$ cat src/rtl/wfg_wb_master_pkg.sv
// Shared types and constants for the wfg_wb_master Wishbone command master.
package wfg_wb_master_pkg;

    typedef enum logic [1:0] {
        ST_IDLE,
        ST_BUS,
        ST_RESP
    } state_e;

    localparam int unsigned WB_TIMEOUT_DEFAULT = 16;
    localparam logic [3:0]  WB_SEL_ALL         = 4'b1111;

endpackage

$ cat src/rtl/wfg_wb_master.sv
// Single-outstanding Wishbone master: command in, one bus cycle, response out.
// Optional watchdog enabled by defining WFG_WB_MASTER_TIMEOUT_EN.
module wfg_wb_master
    import wfg_wb_master_pkg::*;
#(
    parameter int unsigned BUSW    = 32,
    parameter int unsigned TIMEOUT = WB_TIMEOUT_DEFAULT
) (
    input  logic            wb_clk_i,
    input  logic            wb_rst_ni,
    input  logic            cmd_valid_i,
    output logic            cmd_ready_o,
    input  logic            cmd_we_i,
    input  logic [BUSW-1:0] cmd_adr_i,
    input  logic [BUSW-1:0] cmd_dat_i,
    output logic            rsp_valid_o,
    input  logic            rsp_ready_i,
    output logic [BUSW-1:0] rsp_dat_o,
    output logic            rsp_err_o,
    output logic [BUSW-1:0] err_adr_o,
    output logic            wbm_cyc_o,
    output logic            wbm_stb_o,
    output logic            wbm_we_o,
    output logic [3:0]      wbm_sel_o,
    output logic [BUSW-1:0] wbm_adr_o,
    output logic [BUSW-1:0] wbm_dat_o,
    input  logic            wbm_ack_i,
    input  logic [BUSW-1:0] wbm_dat_i
);

    if (TIMEOUT < 2 || TIMEOUT > 255) begin : g_bad_timeout
        $error("wfg_wb_master: TIMEOUT must be in 2..255");
    end

    state_e          r_state;
    state_e          w_state_nxt;
    logic            r_we;
    logic [BUSW-1:0] r_adr;
    logic [BUSW-1:0] r_dat;
    logic [BUSW-1:0] r_rsp_dat;
    logic            w_in_bus;
    logic            w_accept;
    logic            w_ack;
    logic            w_tmo;

    assign w_in_bus = (r_state == ST_BUS);
    // Gated with reset so the command port reads not-ready while held in reset.
    assign cmd_ready_o = (r_state == ST_IDLE) && wb_rst_ni;
    assign w_accept    = cmd_valid_i && cmd_ready_o;
    assign w_ack       = w_in_bus && wbm_ack_i;

    assign wbm_cyc_o   = w_in_bus;
    assign wbm_stb_o   = w_in_bus;
    assign wbm_we_o    = w_in_bus && r_we;
    assign wbm_sel_o   = w_in_bus ? WB_SEL_ALL : '0;
    assign wbm_adr_o   = r_adr;
    assign wbm_dat_o   = r_dat;
    assign rsp_valid_o = (r_state == ST_RESP);
    assign rsp_dat_o   = r_rsp_dat;

`ifdef WFG_WB_MASTER_TIMEOUT_EN
    logic [7:0]      r_cnt;
    logic            r_rsp_err;
    logic [BUSW-1:0] r_err_adr;

    // Terminal count loses to a coincident ack.
    assign w_tmo     = w_in_bus && !wbm_ack_i && (r_cnt == 8'(TIMEOUT - 1));
    assign rsp_err_o = r_rsp_err;
    assign err_adr_o = r_err_adr;

    always_ff @(posedge wb_clk_i or negedge wb_rst_ni) begin
        if (!wb_rst_ni) begin
            r_cnt     <= '0;
            r_rsp_err <= 1'b0;
            r_err_adr <= '0;
        end else begin
            if (w_accept) begin
                r_cnt <= '0;
            end else if (w_in_bus && !wbm_ack_i) begin
                r_cnt <= r_cnt + 8'd1;
            end
            if (w_ack) begin
                r_rsp_err <= 1'b0;
            end else if (w_tmo) begin
                r_rsp_err <= 1'b1;
                r_err_adr <= r_adr;
            end
        end
    end
`else
    assign w_tmo     = 1'b0;
    assign rsp_err_o = 1'b0;
    assign err_adr_o = '0;
`endif

    always_ff @(posedge wb_clk_i or negedge wb_rst_ni) begin
        if (!wb_rst_ni) begin
            r_state <= ST_IDLE;
        end else begin
            r_state <= w_state_nxt;
        end
    end

    always_comb begin
        w_state_nxt = r_state;
        unique case (r_state)
            ST_IDLE: if (w_accept)           w_state_nxt = ST_BUS;
            ST_BUS:  if (w_ack || w_tmo)     w_state_nxt = ST_RESP;
            ST_RESP: if (rsp_ready_i)        w_state_nxt = ST_IDLE;
            default:                         w_state_nxt = ST_IDLE;
        endcase
    end

    always_ff @(posedge wb_clk_i or negedge wb_rst_ni) begin
        if (!wb_rst_ni) begin
            r_we      <= 1'b0;
            r_adr     <= '0;
            r_dat     <= '0;
            r_rsp_dat <= '0;
        end else begin
            if (w_accept) begin
                r_we  <= cmd_we_i;
                r_adr <= cmd_adr_i;
                r_dat <= cmd_dat_i;
            end
            if (w_ack) begin
                r_rsp_dat <= r_we ? '0 : wbm_dat_i;
            end else if (w_tmo) begin
                r_rsp_dat <= '0;
            end
        end
    end

endmodule
$ cat config.mk
export PLATFORM = sky130hd
export DESIGN_NAME = wfg_wb_master
export DESIGN_NICKNAME = d
export VERILOG_FILES = /design/src/rtl/wfg_wb_master_pkg.sv /design/src/rtl/wfg_wb_master.sv
export SDC_FILE = /design/constraint.sdc
export NUM_CORES = 1
export LEC_CHECK = 0
export BUFFER_PORTS_ARGS = -buffer_cell sky130_fd_sc_hd__buf_4
export CORE_ASPECT_RATIO = 1.1
export CORE_MARGIN = 3
export CORE_UTILIZATION = 31
export CTS_CLUSTER_SIZE = 8
export DETAILED_ROUTE_END_ITERATION = 7
export SLEW_MARGIN = 15
export SYNTH_ARGS = -nofsm -noshare
export SYNTH_HDL_FRONTEND = slang
export SYNTH_SLANG_ARGS = --single-unit
$ cat constraint.sdc
create_clock -name wb_clk_i -period 2.2 [get_ports wb_clk_i]
set_clock_uncertainty 0.05 [all_clocks]
set_input_delay 0.55 -clock wb_clk_i [delete_from_list [all_inputs] [get_ports wb_clk_i]]
set_output_delay 0.55 -clock wb_clk_i [all_outputs]
set_load 0.02 [all_outputs]
Word level (Yosys, flattened, before mapping)
Cells that the tools add are included.

Flip-flop bits (word level): 99. Input port bits: 102. Output and inout port bits: 138. Word-level logic and storage cells: 22.

Eq/ne operators: 5. Mux-type cells: 6. Reductions and logical operators: 6.

Operator list (number): $mux W32 (1); $mux W2 (3); $pmux W2 S3 (1); $logic_and A1 B1 Y1 (4); $mux W4 (1); $ne A2 B1 Y1 const B (2); $reduce_and A3 Y1 (1); $eq A2 B1 Y1 const B (1); $eq A2 B2 Y1 const B (1); $logic_not A2 Y1 (1); $ne A2 B2 Y1 const B (1).

Longest topological paths before layout
Gate-level depths: netlist of the first run.

Word-level depth: 5. Mapped depth: 4. Depth with buffers taken out: 2.

Worst setup path after synthesis of the first run
OpenSTA, ideal clock, no wires.

Path type: register to output. From: reg r_state[0]. To: out wbm_we_o. Data arrival time: 1.233 ns. Slack: 0.367 ns. Cell stages (with the launch flop): 3. Path buffers: 0. Path through: dfrtp_1 > nor2b_1 > and2_1.

Cells in the longest elaborated chain, start to end: 2.

Ends and longest elaborated chain: start: declaration (line wfg_wb_master.sv:35) `state_e r_state;`; start signal: assignment (line wfg_wb_master.sv:100) `r_state <= w_state_nxt;`; $eq A2 B1 Y1 (line wfg_wb_master.sv:46) `assign w_in_bus = (r_state == ST_BUS);`; net wbm_cyc_o (line wfg_wb_master.sv:21) `output logic wbm_cyc_o,`; $logic_and A1 B1 Y1 (line wfg_wb_master.sv:54) `assign wbm_we_o = w_in_bus && r_we;`; end: declaration (line wfg_wb_master.sv:23) `output logic wbm_we_o,`.

The timed path passes the listed nets, and every way through them passes these cells.

Worst setup path in the final report of the first run
From: reg r_state[0]. To: out wbm_we_o.

Cells in the longest elaborated chain, start to end: 2.

Ends and longest elaborated chain (line): $eq A2 B1 Y1 (wfg_wb_master.sv:46); $logic_and A1 B1 Y1 (wfg_wb_master.sv:54).

Every way passes these cells.

==> results of run 1 <==
[synth_stat cells, drive strengths merged]
cell type and number:
dfrtp 99, mux2 97, buf 49, nor2b 31, and2b 3, clkbuf 3
a21o 1, a21oi 1, and2 1, and3b 1, and4bb 1, conb 1
inv 1, nand3b 1, nor3b 1, or2b 1
[logic make-up (layout without fill, tap and decap cells)]
kind of cell	Yosys count	count (layout)	synth area share [%]
AOI/OAI and AO/OA	2	2	0.278
buffers and inverters	53	230	10.2
DFF	99	99	55.0
muxes	97	97	28.4
other	1	33	0.0832
and+or+nand+nor	40	40	6.00
[critical path: stages (launching register included)]
cell,delay [ns]
dfrtp_1,0.42
nor2b_2,0.31
and2_1,0.16
buf_4,0.13
[state kept, by name (all words and copies together) (netlist names)]
name and flops:
rsp_dat_o 32, r_we 1, r_state 2, wbm_dat_o 32
wbm_adr_o 32
[per-stage QoR]
stage,cells,worst slack (ns)
2_1_floorplan,324,0.367
3_3_place_gp,673,0.344
3_5_place_dp,673,0.330
4_1_cts,689,0.0482
5_1_grt,689,0.0909
6_report,689,0.233
[path summary, 6_finish.rpt]
kind,start,end,slack [ns]
hold reg to reg,rsp_dat_o[2]$_DFFE_PN0P_,rsp_dat_o[2]$_DFFE_PN0P_,0.44
setup / recovery,r_state[0]$_DFFE_PN0P_,wbm_we_o,0.23
min in group wb_clk_i,cmd_dat_i[24],wbm_dat_o[24]$_DFFE_PN0P_,0.38
setup reg to reg,r_state[0]$_DFFE_PN0P_,wbm_adr_o[17]$_DFFE_PN0P_,0.48
max in group asynchronous,wb_rst_ni,wbm_adr_o[0]$_DFFE_PN0P_,1.29
hold / removal,wb_rst_ni,rsp_dat_o[1]$_DFFE_PN0P_,0.30
[final cells by class]
type	instances	area share (%)
clock inverters	7	0.833
multi-input cells	172	26.8
flip-flops and latches	99	39.3
clock buffers	9	3.57
repair buffers	213	25.7
inverters	1	0.0595
well taps	188	3.73
[layer usage]
metal | part of all wire, % | vias up | global-route usage, %
met5 | 0.13 | - | 0
met4 | 1.5 | 2 | 5.35
met3 | 8.9 | 12 | 4.28
met2 | 49 | 136 | 19.7
met1 | 41 | 1356 | 15.9
li1 | - | 1323 | -
[report_power, final]
part | leakage (nW) | total (mW) | internal [mW] | switching (mW)
clock network | 0.124 | 1.47 | 0.770 | 0.702
registers | 1.20 | 2.92 | 2.51 | 0.414
logic | 1.86 | 3.41 | 1.74 | 1.66
total | 3.18 | 7.80 | 5.02 | 2.78
==> results.yml, run 1 <==
place:
  io_buffers: 206
  postPlaceCellArea_sq_um: 6030
  hpwlAfterDp_mm: 7.74
  gp_routability_congestion: 0.727
finish:
  regArea_sq_um: 2480
  drive_gt1_share_pct: 59.7
  final_util_pct: 45.0
  num-nets-final: 598
  multi_input_area_sq_um: 1690
  diodes: 0
  area_growth_pct: 40.0
  final_common_cell: "buf_4"
  nFillCells: 1286
  most-common-layout-cells: "211 x buf_4, 99 x dfrtp_1, 50 x mux2_4, 33 x conb_1, 30 x nor2b_1"
  postLayoutCellArea_sq_um: 6310
clocking:
  cts.root.buffer_cell: "clkbuf_16"
  numCtsBuffers: 9
  path_clk_slew_ns: 0.07
  holdBufCountCts: 0
  htreeDepth: 3
  cts_resized: 0
  cts_tree: "done"
  cts_num_sinks: 99
  worstSkewPairLatency_ns: 0.33
  post_cts_buffers: 0
  clockBufferDepth: 2
power:
  power_density_nw_per_um2: 1240
  ir_drop_mv: 0.517
  p_leak_nw: 3.18
  finalPower_mw: 7.80
routing:
  via_count: 2829
  drt_iter0_drc: 81
  antenna_left: 0
  firstDrtPassIters: 4
  drc_errors: 0
  avgRoutedWirePerCell_um: 14.9
  routed_via_density: 4.11
  drt_wl_total_mm: 10.3
global_routing:
  antenna_found_initial: 1
  grt_pass1_wl_mm: 15.9
  grt_max_degree: 55
  grt_pass1_vias: 2942
  grtUsageTotal_pct: 12.6
  grt_overflow_total: 0
timing:
  clock.fmax_ghz: 0.508
  period_share_pct: 89.4
  slew_headroom_pct: 53.9
  final_hold_viol_count: 0
  slew_viol_final: 0
  rsz0062_at_grt: "false"
  period_minus_slack_ns: 1.97
  holdWs_ns: 0.296
  report.final.setup_viol: 0
  tns_ns: 0
  worst_pin_slew_ns: 0.691
synth:
  yosys.cell_types.count: 22
  ys_warn_count: 0
  ys_top_cells_by_area: "dfrtp_1 55%, mux2_4 17%, mux2_1 7.2%, buf_4 6.5%, mux2_2 4.5%"
  syn-cell-area_sq_um: 4510
  ys_ff_latch: 99
  ys_seq_area_share_pct: 55.0
  synthCells: 292
  avgSynthCellArea_sq_um: 15.4
  synth_top_area_cell: "dfrtp_1"
  synth_top_area_share_pct: 55.0
setup_path:
  cp.arrival_ns: 1.37
  setup.worst_path.start_class: "register"
  path_max_fanout: 7
  crit_type: "reg -> out"
  crit_path_end_kind: "output port"
  worst_ep_required_time_ns: 1.60
  reg2reg_depth: 3
floorplanning:
  coreArea_sq_um: 14000
  die_h_um: 132
  rows: 45
  ioPinCount: 240
  die_area_sq_um: 16000
  dieWidth_um: 121
  initial_core_util_pct: 32.1
run:
  maxCapViolations: 0
status:
  status: "complete, no violations"
hold_path:
  min_path_type: "in -> async"
No activity file was read; power rests on OpenSTA's default activity.
==> run 2, diff against run 1 <==
ABC_AREA = 1   (was unset)
CTS_BUF_LIST = sky130_fd_sc_hd__clkbuf_8   (was unset)
==> run 2 against run 1 <==
Against the previous run:
- synthesized cell count grew 87%
- sequential share of layout area grew 0.19 points
- combinational power is essentially flat
- clock-buffer cell count grew 1
- clock power shrank 13%
- via count grew 44%
- highest routed layer is now met4
- cell area shrank 0.48%
- largest cell class unchanged
- register-to-register slack gained 0.20 ns
==> results.yml, run 2 <==
status:
  status: "complete, no violations"
routing:
  drt_wl_total_mm: 12.9
  via_count: 4067
  drc_errors: 0
  antenna_left: 0
  avgRoutedWirePerCell_um: 14.0
  drt_iter0_drc: 167
  firstDrtPassIters: 5
  routed_via_density: 4.41
clocking:
  cts_num_sinks: 99
  cts.root.buffer_cell: "clkbuf_8"
  cts_tree: "done"
  worstSkewPairLatency_ns: 0.36
  holdBufCountCts: 0
  clockBufferDepth: 2
  post_cts_buffers: 0
  htreeDepth: 3
  cts_resized: 0
  path_clk_slew_ns: 0.10
  numCtsBuffers: 9
setup_path:
  crit_path_end_kind: "output port"
  path_max_fanout: 7
  crit_type: "reg -> out"
  crit_chain: "inv_2, nor2_2, buf_4"
  cpLargestDelayFamily: "flip-flops"
  r2r_slack_ns: 0.68
  cp.arrival_ns: 1.36
  worst_ep_required_time_ns: 1.60
  critPathBufInv: 2
  crit_slowest_cell: "dfrtp_1"
  setup.worst_path.start_class: "register"
  slowest_delay_ns: 0.49
synth:
  synth_top_area_cell: "dfrtp_1"
  synth_flop_cell: "dfrtp_1"
  synth-compound-area-share_pct: 0.220
  avgSynthCellArea_sq_um: 8.33
  synthArstFlopShare_pct: 100
  synthXorXnorAreaFrac_pct: 0
  ys_ff_latch: 99
  yosys.area_share.simple_pct: 31.2
  synth_top_family_by_area: "simple AND/OR/NAND/NOR gates"
  yosysMostFrequentCell: "nand2_1"
  synth_edf_count: 0
  synthCells: 547
  synth_top_area_share_pct: 54.4
  synthMuxAreaShare_pct: 0
  synth_adder_area_share_pct: 0
  yosys-top-cells-count: "228 x nand2_1, 99 x dfrtp_1, 65 x nand4_1, 44 x buf_4, 36 x inv_1"
  ys_seq_area_share_pct: 54.4
  ys_top_cells_by_area: "dfrtp_1 54%, nand2_1 19%, nand4_1 8.9%, buf_4 7.2%, inv_1 3.0%"
  yosys.cell_types.count: 16
  syn-cell-area_sq_um: 4560
  ys_warn_count: 0
timing:
  period_minus_slack_ns: 1.96
  period_share_pct: 89.2
  worst_pin_slew_ns: 0.508
  rsz0062_at_grt: "false"
  clock.fmax_ghz: 0.509
  tns_ns: 0
  slew_viol_final: 0
  slew_headroom_pct: 66.1
  holdWs_ns: 0.121
  report.final.setup_viol: 0
  final_hold_viol_count: 0
global_routing:
  grt_pass1_vias: 3950
  use_met2_pct: 25.4
  grt_pass1_wl_mm: 20.0
  grt_busiest_layer: "met2"
  grt_overflow_total: 0
  grtUsageTotal_pct: 15.4
  grt_use_met1_pct: 19.7
  grt_max_degree: 88
  antenna_found_initial: 0
  grt.met3_usage_pct: 3.95
floorplanning:
  die_area_sq_um: 16200
  rows: 45
  dieWidth_um: 122
  ioPinCount: 240
  initial_core_util_pct: 32.4
  die_h_um: 133
  coreArea_sq_um: 14100
finish:
  postLayoutCellArea_sq_um: 6280
  num-nets-final: 833
  drive_gt1_share_pct: 32.2
  most-common-layout-cells: "228 x nand2_1, 215 x buf_4, 99 x dfrtp_1, 65 x nand4_1, 36 x inv_1"
  nFillCells: 1458
  diodes: 0
  final_common_cell: "nand2_1"
  area_growth_pct: 37.7
power:
  ir_drop_mv: 0.534
  p_leak_nw: 3.62
  power_density_nw_per_um2: 1220
place:
  gp_routability_congestion: 0.743
  io_buffers: 206
  hpwlAfterDp_mm: 9.21
  postPlaceCellArea_sq_um: 6060
run:
  maxCapViolations: 0
hold_path:
  min_path_type: "in -> async"
## run 2: metal layers
| metal | wire (um) | part of all wire, % |
|---|---|---|
| met1 | 5460 | 42 |
| met4 | 176 | 1.4 |
| met3 | 793 | 6.2 |
| met5 | 0 | 0 |
| met2 | 6460 | 50 |
## run 2: power by group
group / leakage (nW) / internal, mW / switching [mW]
combinational: 2.27 / 1.38 / 2.05
sequential: 1.24 / 2.52 / 0.437
clock: 0.108 / 0.662 / 0.622
total: 3.62 / 4.56 / 3.11
## run 2: cell type report
cell class	count	area (sq um)	share of cell area, %
Sequential cell	99	2480	39.5
Timing Repair Buffer	217	1650	26.2
Multi-Input combinational cell	367	1570	24.9
Tap cell	188	235	3.75
Inverter	37	139	2.21
Clock buffer	10	138	2.19
Clock inverter	5	77.6	1.24
## run 2: per-stage QoR
step / setup WS, ns / instances / total power [mW] / utilization, %
finish: 0.237 / 923 / 7.67 / 44.6
detailed placement: 0.420 / 908 / 6.47 / 43.1
global route: 0.115 / 923 / 8.17 / 44.6
CTS: 0.190 / 923 / 7.79 / 44.6
floorplan: 0.356 / 579 / 4.86 / -
global placement: 0.468 / 908 / 6.40 / 43.1
## run 2: logic make-up (layout without fill, tap and decap cells)
logic type      after synthesis  after routing
simple gates                332            332
buf+inv                     113            269
compound gates                2              2
other cells                   1             33
flops                        99             99
## run 2: path summary, 6_finish.rpt
path	start	cells past startpoint	end
min in group wb_clk_i	rsp_ready_i	2	r_state[1]$_DFFE_PN0P_
max in group asynchronous	wb_rst_ni	3	rsp_dat_o[8]$_DFFE_PN0P_
max	r_state[0]$_DFFE_PN0P_	3	wbm_sel_o[2]
min reg2reg	wbm_adr_o[3]$_DFFE_PN0P_	2	wbm_adr_o[3]$_DFFE_PN0P_
min	wb_rst_ni	2	r_state[1]$_DFFE_PN0P_
max reg2reg	r_state[0]$_DFFE_PN0P_	6	rsp_dat_o[25]$_DFFE_PN0P_
==> run 3, diff against run 2 <==
--- a/config.mk
+++ b/config.mk
@@ -9,3 +9,3 @@
 export BUFFER_PORTS_ARGS = -buffer_cell sky130_fd_sc_hd__buf_4
-export CORE_ASPECT_RATIO = 1.1
+export CORE_ASPECT_RATIO = 2
 export CORE_MARGIN = 3
==> constraint.sdc (replaced) <==
create_clock -name wb_clk_i -period 2.2 [get_ports wb_clk_i]
set_clock_uncertainty 0.05 [all_clocks]
set_input_delay 0.22 -clock wb_clk_i [delete_from_list [all_inputs] [get_ports wb_clk_i]]
set_output_delay 0.22 -clock wb_clk_i [all_outputs]
set_load 0.02 [all_outputs]
==> run 3 against run 2 <==
Against the previous run:
- cell area fell by 0.32%
- hold slack got worse by 0.075 ns
- combinational power barely moved
- first-iteration DRC count fell by 12%
- non-clock buffer count did not move
- flip-flop and latch count did not move
- global-route usage rose by 0.20 points
- setup slack improved by 0.37 ns
- sequential power barely moved
- clock-buffer cell count rose by 1
- final cell count rose by 0.43%
- utilization fell by 0.99 points
- critical path type is now in -> out
- largest cell class unchanged
- largest power group unchanged
- highest routed layer unchanged
==> results.yml, run 3 (same netlist as run 2, synthesis figures left out) <==
status:
  status: "complete, no violations"
floorplanning:
  ioPinCount: 240
  die_area_sq_um: 16300
  rows: 62
  die_h_um: 177
  coreArea_sq_um: 14400
  initial_core_util_pct: 31.8
  dieWidth_um: 91.7
setup_path:
  cp.arrival_ns: 1.32
  setup.worst_path.start_class: "input pin"
  crit_chain: "dlygate4sd3_1, buf_6, nor3b_1, buf_4"
  slowest_delay_ns: 0.57
  reg2reg_depth: 5
  crit_path_end_kind: "output port"
  r2r_slack_ns: 0.71
  crit-reg2reg-launch: "r_state[1]$_DFFE_PN0P_"
  crit_type: "in -> out"
  critPathBufInv: 3
  worst_r2r_endpoint: "wbm_dat_o[14]$_DFFE_PN0P_"
  crit_slowest_cell: "dlygate4sd3_1"
  cpLargestDelayFamily: "buffers and inverters"
  worst_ep_required_time_ns: 1.93
  path_max_fanout: 4
timing:
  report.final.setup_viol: 0
  rsz0062_at_grt: "false"
  slew_viol_final: 0
  clock.fmax_ghz: 0.630
  slew_headroom_pct: 58.9
  period_share_pct: 72.2
  period_minus_slack_ns: 1.59
  timing.final.ws_setup_ns: 0.612
  final_hold_viol_count: 0
  worst_pin_slew_ns: 0.617
  tns_ns: 0
routing:
  drt_iter0_drc: 147
  drc_errors: 0
  antenna_left: 0
  avgRoutedWirePerCell_um: 14.1
  firstDrtPassIters: 6
  drt_wl_total_mm: 13.0
  routed_via_density: 4.47
  via_count: 4142
global_routing:
  grtUsageTotal_pct: 15.5
  grt_overflow_total: 0
  grt_pass1_wl_mm: 20.3
  antenna_found_initial: 0
  grt_max_degree: 134
  grt_pass1_vias: 4113
finish:
  drive_gt1_share_pct: 32.0
  nFillCells: 1479
  final_common_cell: "nand2_1"
  area_growth_pct: 37.3
  final_cells: 927
  postLayoutCellArea_sq_um: 6260
  num-nets-final: 833
  diodes: 0
  most-common-layout-cells: "228 x nand2_1, 213 x buf_4, 99 x dfrtp_1, 65 x nand4_1, 36 x inv_1"
clocking:
  worstSkewPairLatency_ns: 0.35
  cts_tree: "done"
  numCtsBuffers: 9
  htreeDepth: 3
  cts.root.buffer_cell: "clkbuf_8"
  cts_resized: 0
  clockBufferDepth: 2
  path_clk_slew_ns: 0.09
  cts_num_sinks: 99
power:
  pwr-share-comb_pct: 45.7
  finalPower_mw: 7.50
  p_sw_share_pct: 41.7
  power_density_nw_per_um2: 1200
  clkPwrFrac_pct: 14.9
  p_leak_nw: 3.60
  ir_drop_mv: 0.520
  intPower_mw: 4.37
  power_switching_mw: 3.13
  p_seq_share_pct: 39.4
place:
  io_buffers: 206
  postPlaceCellArea_sq_um: 6050
  hpwlAfterDp_mm: 9.61
  gp_routability_congestion: 0.804
  dpl.cell_count: 910
  post-place-ws_ns: 0.708
hold_path:
  hp-start: "wbm_ack_i"
  min_path_type: "in -> reg"
  hold_depth: 2
  hold_path_end: "r_state[0]$_DFFE_PN0P_"
run:
  maxCapViolations: 0
==> run 3: per-stage QoR <==
stage | util (%) | hold slack, ns
finish | 43.6 | 0.0456
detailed placement | 42.2 | 0.259
global placement | 42.2 | 0.252
global route | 43.6 | 0.0413
CTS | 43.6 | 0.0291
floorplan | - | -0.126
==> run 3: cell type report <==
| cell class | instances | area [sq um] | area share, % |
|---|---|---|---|
| clock buffers | 11 | 151 | 2.42 |
| multi-input cells | 367 | 1570 | 25.0 |
| repair buffers | 217 | 1650 | 26.4 |
| well taps | 192 | 240 | 3.84 |
| clock inverters | 4 | 33.8 | 0.540 |
| inverters | 37 | 139 | 2.22 |
| flip-flops and latches | 99 | 2480 | 39.6 |
==> run 3: worst max path at each step <==
| stage | start | endpoint | slack (ns) | depth (start not counted) |
|---|---|---|---|---|
| after floorplan | r_state[0]$_DFFE_PN0P_ | rsp_dat_o[10]$_DFFE_PN0P_ | 0.80 | 6 |
| after global placement | cmd_valid_i | wbm_dat_o[12]$_DFFE_PN0P_ | 0.75 | 5 |
| after detailed placement | r_state[0]$_DFFE_PN0P_ | wbm_dat_o[21]$_DFFE_PN0P_ | 0.71 | 5 |
| after CTS | wb_rst_ni | cmd_ready_o | 0.57 | 4 |
| after global routing | r_state[0]$_DFFE_PN0P_ | wbm_sel_o[3] | 0.52 | 3 |
| final | wb_rst_ni | cmd_ready_o | 0.61 | 4 |
==> run 3: timing repair <==
item / 4_1_cts / 5_1_grt
buffers inserted: 0 / 0
endpoints found under the hold margin: 100 / 0
hold buffers: 2 / 0
endpoints found under the setup margin: 0 / 0
==> run 3: power by group through the flow <==
stage / clock, mW / sequential (mW) / combinational, mW
2_1_floorplan: 0 / 3.77 / 1.09
3_3_place_gp: 0 / 2.97 / 3.44
3_5_place_dp: 0 / 2.99 / 3.49
4_1_cts: 1.18 / 2.97 / 3.49
5_1_grt: 1.24 / 3.06 / 3.72
6_report: 1.12 / 2.95 / 3.43
==> run 3: per-layer routing <==
layer | routed length [um] | part of all wire (%) | GRT usage, % | vias up
li1 | - | - | - | 2009
met1 | 4500 | 35 | 15.7 | 1958
met2 | 7330 | 56 | 30.2 | 158
met3 | 850 | 6.5 | 3.27 | 17
met4 | 348 | 2.7 | 6.39 | 0
met5 | 0 | 0 | 0 | -
